## config.mk

```make
export PLATFORM = sky130hd
export DESIGN_NAME = pipeline_ctrl
export DESIGN_NICKNAME = d
export VERILOG_FILES = /design/src/rtl/pipeline_ctrl.sv
export SDC_FILE = /design/constraint.sdc
export NUM_CORES = 1
export LEC_CHECK = 0
export BUFFER_PORTS_ARGS = -buffer_cell sky130_fd_sc_hd__buf_2
export CAP_MARGIN = 20
export CORE_UTILIZATION = 35
export DETAILED_ROUTE_END_ITERATION = 6
export GPL_TIMING_DRIVEN = 0
export PLACE_DENSITY = 0.61
export SLEW_MARGIN = 20
export SYNTH_ARGS = -nofsm -noshare
export SYNTH_HDL_FRONTEND = slang
export SYNTH_SLANG_ARGS = --single-unit
export TNS_END_PERCENT = 1
```

## constraint.sdc

```tcl
create_clock -name clk -period 1.6 [get_ports clk]
set_input_delay 0.32 -clock clk [delete_from_list [all_inputs] [get_ports clk]]
set_output_delay 0.32 -clock clk [all_outputs]
set_load 0.005 [all_outputs]
```

## src/rtl/pipeline_ctrl.sv

```systemverilog
`default_nettype none
// +----------------------------------------------------------------------------+
// | pipeline_ctrl: stall/flush controller with a multi-cycle EX sequencer.     |
// | Optional flush support: PIPELINE_CTRL_FLUSH_EN.  Revision 1.0              |
// +----------------------------------------------------------------------------+
module pipeline_ctrl (
   input  logic       clk,
   input  logic       rst,
   input  logic       stallreq_id,
   input  logic       ex_mc_start,
   input  logic [5:0] ex_mc_cycles,
   input  logic       flush_req,
   output logic [5:0] stall,
   output logic       ex_mc_busy,
   output logic       ex_mc_done,
   output logic [5:0] mc_count,
   output logic       flush
);

   localparam logic [5:0] C_STALL_NONE = 6'b000000;
   localparam logic [5:0] C_STALL_ID   = 6'b000111;
   localparam logic [5:0] C_STALL_EX   = 6'b001111;

   typedef enum logic [1:0] {
      S_IDLE = 2'd0,
      S_BUSY = 2'd1,
      S_DONE = 2'd2
   } state_t;

   state_t     r_state;
   state_t     w_state_nxt;
   logic [5:0] r_count;
   logic [5:0] w_count_nxt;
   logic       w_flush_req;

`ifdef PIPELINE_CTRL_FLUSH_EN
   logic r_flush;

   assign w_flush_req = flush_req;

   always_ff @(posedge clk or posedge rst) begin
      if (rst) begin
         r_flush <= 1'b0;
      end else begin
         r_flush <= flush_req;
      end
   end

   assign flush = r_flush;
`else
   logic w_unused_flush_req;

   assign w_unused_flush_req = flush_req;
   assign w_flush_req        = 1'b0;
   assign flush              = 1'b0;
`endif

   always_ff @(posedge clk or posedge rst) begin
      if (rst) begin
         r_state <= S_IDLE;
         r_count <= 6'd0;
      end else begin
         r_state <= w_state_nxt;
         r_count <= w_count_nxt;
      end
   end

   always_comb begin
      w_state_nxt = r_state;
      w_count_nxt = r_count;
      case (r_state)
         S_IDLE: begin
            if (ex_mc_start) begin
               w_state_nxt = S_BUSY;
               // A zero-length request still occupies EX for one cycle.
               w_count_nxt = (ex_mc_cycles == 6'd0) ? 6'd1 : ex_mc_cycles;
            end
         end
         S_BUSY: begin
            if (r_count == 6'd1) begin
               w_state_nxt = S_DONE;
               w_count_nxt = 6'd0;
            end else begin
               w_count_nxt = r_count - 6'd1;
            end
         end
         S_DONE: begin
            w_state_nxt = S_IDLE;
         end
         default: begin
            w_state_nxt = S_IDLE;
            w_count_nxt = 6'd0;
         end
      endcase

      if (w_flush_req) begin
         w_state_nxt = S_IDLE;
         w_count_nxt = 6'd0;
      end
   end

   // DONE releases EX so EX/MEM captures the multi-cycle result that cycle.
   always_comb begin
      stall = C_STALL_NONE;
      if (rst || w_flush_req) begin
         stall = C_STALL_NONE;
      end else if ((r_state == S_IDLE && ex_mc_start) || r_state == S_BUSY) begin
         stall = C_STALL_EX;
      end else if (stallreq_id) begin
         stall = C_STALL_ID;
      end
   end

   assign ex_mc_busy = (r_state == S_BUSY);
   assign ex_mc_done = (r_state == S_DONE);
   assign mc_count   = r_count;

endmodule
`default_nettype wire

```

After elaboration in Yosys (flattened, before gate mapping):

Cells that the tools add are included.

* output and inout bits: 15
* flip-flop bits (word level): 8
* bits of input ports: 11

* muxes and demuxes: 10
* reductions and logical operators: 6
* bitwise operators: 1
* equal/unequal tests: 5
* add/sub/neg operators: 1

Operators with widths (number)
* $mux W6: 5
* $pmux W6 S3: 1
* $eq A6 B1 Y1 const B: 1
* $logic_not A6 Y1: 1
* $sub A6 B1 Y6 const B: 1
* $mux W2: 2
* $pmux W2 S2: 1
* $reduce_and A2 Y1: 2
* $mux W3: 1
* $eq A2 B1 Y1 const B: 1
* $eq A2 B2 Y1 const B: 1
* $logic_not A2 Y1: 1
* $ne A2 B1 Y1 const B: 1
* $ne A2 B2 Y1 const B: 1
* $logic_and A1 B1 Y1: 1
* $logic_or A1 B1 Y1: 1
* $not A1 Y1: 1

Longest topological paths before layout:

* depth after elaboration: 5
* depth in mapped cells: 5
* gate-level depth less buffers: 5

Worst setup path before layout:

No wires, ideal clock.

* kind: register to output
* start: register r_state[0]
* end: output port stall[1]
* buffers on the path: 2
* arrival: 1.152 ns
* cell stages (with the launch flop): 5
* slack: 0.128 ns
* required time: 1.280 ns
* path through: dfrtp_1 > clkbuf_1 > o21bai_1 > a21oi_1 > buf_4

* cells in the longest elaborated chain, start to end: 5
* elaborated cells on any way between the ends: 6

Ends and longest elaborated chain
* start: declaration: line 30 `state_t r_state;`
* start signal: assignment: line 63 `r_state <= w_state_nxt;`
* $logic_not A2 Y1: line 107 `end else if ((r_state == S_IDLE && ex_mc_start) || r_state == S_BUSY) begin`
* $logic_and A1 B1 Y1: line 107
* $logic_or A1 B1 Y1 (*): line 107
* $mux W6 (*): line 107
* $mux W6 (*): line 105 `if (rst || w_flush_req) begin`
* end: declaration: line 13 `output logic [5:0] stall,`

Mark *: on every way between the ends. The rest lies on a longest branch, timed or not.

Final worst setup path:

* start: register r_state[1]
* end: output port stall[2]

Same word-level chain as after synthesis.

==> metrics.csv <==
stage;metric;value;unit
power;power_frac_seq;0.328;
sta;rsz0062_at_grt;true;
routing;drtAntennaViolNets;0;
sta;finalCritPeriodShare;0.969;
power;p_int;818;uW
clock_tree;cts-root-buf;clkbuf_4;
worst_setup_path;crit_type;reg -> out;
routing;wirelength;1330;um
logic_synthesis;synth_area;576;um^2
placed_design;routabilityCongestion;0.801;
routing;drt-initial-drc-count;10;
sta;setup-violations-final;0;
clock_tree;holdBufCountCts;0;
power;power.switching;594;uW
routing;post_drt_wl_per_cell;12.6;um
clock_tree;cts_sinks;8;
worst_setup_path;startpoint;r_state[1]$_DFFE_PP0P_;
floorplan;io_pins;26;
power;power_frac_comb;0.562;
sta;fin_crit;1.55;ns
worst_setup_path;cp.required;1.28;ns
floorplan;start_util;0.378;
worst_setup_path;cp_max_fo;4;
sta;fin_tns_setup;0;ns
clock_tree;clockBufferDepth;2;
logic_synthesis;synth.distinct_cells;28;
logic_synthesis;async_flop_share;1.00;
routing;first_pass_iters;4;
cells_and_area;drive_above_1_share;0.444;
worst_setup_path;r2r_start;mc_count[4]$_DFFE_PP0P_;
global_route;globalRouteOverflowTotal;0;
outcome;status;completed;
global_route;grt_pass1_vias;509;
worst_setup_path;critPathSlowestCell;dfrtp_1;
routing;num_vias;539;
routing;drc;0;
cells_and_area;final_common_cell;buf_2;
power;switching_share;0.421;
logic_synthesis;yosys_register_bits;8;
clock_tree;cts_tree;yes;
worst_setup_path;crit_chain;o21bai_4, a21oi_2, buf_4, buf_2;
logic_synthesis;ys.warnings.count;0;
floorplan;design.die.area;0.00181;mm^2
cells_and_area;n_antenna_cell;0;
min_path;hold_path_class;in -> async;
worst_setup_path;max_stage_delay;0.40;ns
sta;fmax;0.645;GHz
clock_tree;clk_latency;0.26;ns
sta;slew_viol_final;0;
power;power_leakage;0.000400;uW
power;clock_power_share;0.110;
placed_design;numPortBuffers;21;
cells_and_area;nets;105;
logic_synthesis;synth_edf_count;0;
worst_setup_path;end_kind;primary output;
power;ir_worst_vdd;0.936;mV
floorplan;die_y;42.6;um
placed_design;hpwl;1000;um
worst_setup_path;cp_top_family;flip-flops;
sta;hold_violations;0;
cells_and_area;layout_common_cells;buf_2, inv_1, buf_4, dfrtp_1;
sta;skew;0.00268;ns
logic_synthesis;synth.avg_cell_area;9.44;um^2
job;max_cap_violations;0;
worst_setup_path;cp_data_arrival_time;1.23;ns
global_route;grt_pass1_wl;2240;um
cells_and_area;post-route-util;0.511;
clock_tree;cts_max_level;1;
sta;timing.hold.ws;0.0220;ns
placed_design;pre_cts_slack;-0.104;ns
clock_tree;cts-buffers-inserted;3;
logic_synthesis;synthCells;61;
worst_setup_path;crit_buf_inv;2;
global_route;grt_usage;0.176;
clock_tree;clk_pin_slew;0.05;ns
global_route;grt_max_degree;10;
routing;vias_per_cell;5.08;
sta;worst_slack;0.0498;ns
floorplan;dieWidth;42.6;um
global_route;antenna_found_initial;0;
power;power_density;1810;mW/mm^2
floorplan;core;0.00152;mm^2
worst_setup_path;start_kind;flop;
logic_synthesis;ys.flop_type;dfrtp_1;
cells_and_area;area_growth;35.2;%
floorplan;fp-row-count;14;
logic_synthesis;ys_seq_area_frac;0.348;
[path summary, 6_finish.rpt]
path / endpoint / slack, ns / cells after the start
max: stall[2] / 0.05 / 4
min: r_state[1]$_DFFE_PP0P_ / 0.02 / 2
max reg2reg: mc_count[3]$_DFFE_PP0P_ / 0.14 / 3
min reg2reg: mc_count[5]$_DFFE_PP0P_ / 0.65 / 2
max in group asynchronous: mc_count[3]$_DFFE_PP0P_ / 1.35 / 2
min in group clk: mc_count[2]$_DFFE_PP0P_ / 0.40 / 3
[final cells by class]
cell class | instances | area, um^2
timing repair buffer | 24 | 128
multi-input combinational | 40 | 322
tap | 16 | 20.0
clock buffer | 3 | 22.5
fill | 153 | 746
buffer | 7 | 56.3
sequential | 8 | 200
inverter | 8 | 30.0
[sequential cells by signal, summed over array words and instances, names as in the netlist]
signal	cells
mc_count	6
r_state	2
[metrics by stage]
stage / total power [uW] / area [um^2] / instances
after CTS: 1410 / 771 / 105
final: 1410 / 778 / 106
after global routing: 1530 / 778 / 106
after global placement: 1160 / 708 / 100
after detailed placement: 1170 / 708 / 100
after floorplan: 942 / 583 / 63
[cells in the mapped netlist, types with 2 or more instances]
cell,instances,area share
a31oi_1,2,0.022
buf_4,5,0.065
xnor2_1,3,0.046
ha_1,2,0.043
nor2b_1,3,0.033
nor3_1,3,0.026
dfrtp_1,8,0.35
o22ai_1,4,0.043
inv_1,8,0.052
mux2i_1,4,0.070
nor2_1,2,0.013
[kinds of logic (layout without fill, tap and decap cells)]
| kind of cell | Yosys count | after routing | share of synthesized area |
|---|---|---|---|
| simple gates | 15 | 15 | 0.165 |
| buf+inv | 15 | 42 | 0.133 |
| compound gates | 13 | 13 | 0.189 |
| flops | 8 | 8 | 0.348 |
| mux | 4 | 4 | 0.0696 |
| xor+xnor | 3 | 3 | 0.0457 |
| fa+ha+maj | 2 | 2 | 0.0435 |
| other cells | 1 | 3 | 0.00652 |
[layer usage]
metal  track usage  wire (um)  up-vias
li1              -          -      267
met1         0.195        595      253
met2         0.277        626       15
met3        0.0776         74        4
met4         0.106         36        0
met5             0          0        -
[power by group through the flow]
stage	Combinational [uW]	Clock [uW]	Sequential [uW]
finish	794	155	463
global route	881	175	478
CTS	791	162	458
detailed placement	713	0	460
global placement	709	0	448
floorplan	513	0	430
[what timing repair did]
item,CTS,global route
buffers inserted,2,1
pin swaps,1,1
endpoints found under the setup margin,4,3
gates resized for setup,6,0
gates cloned,0,0
Power figures use the tool's default switching activity.
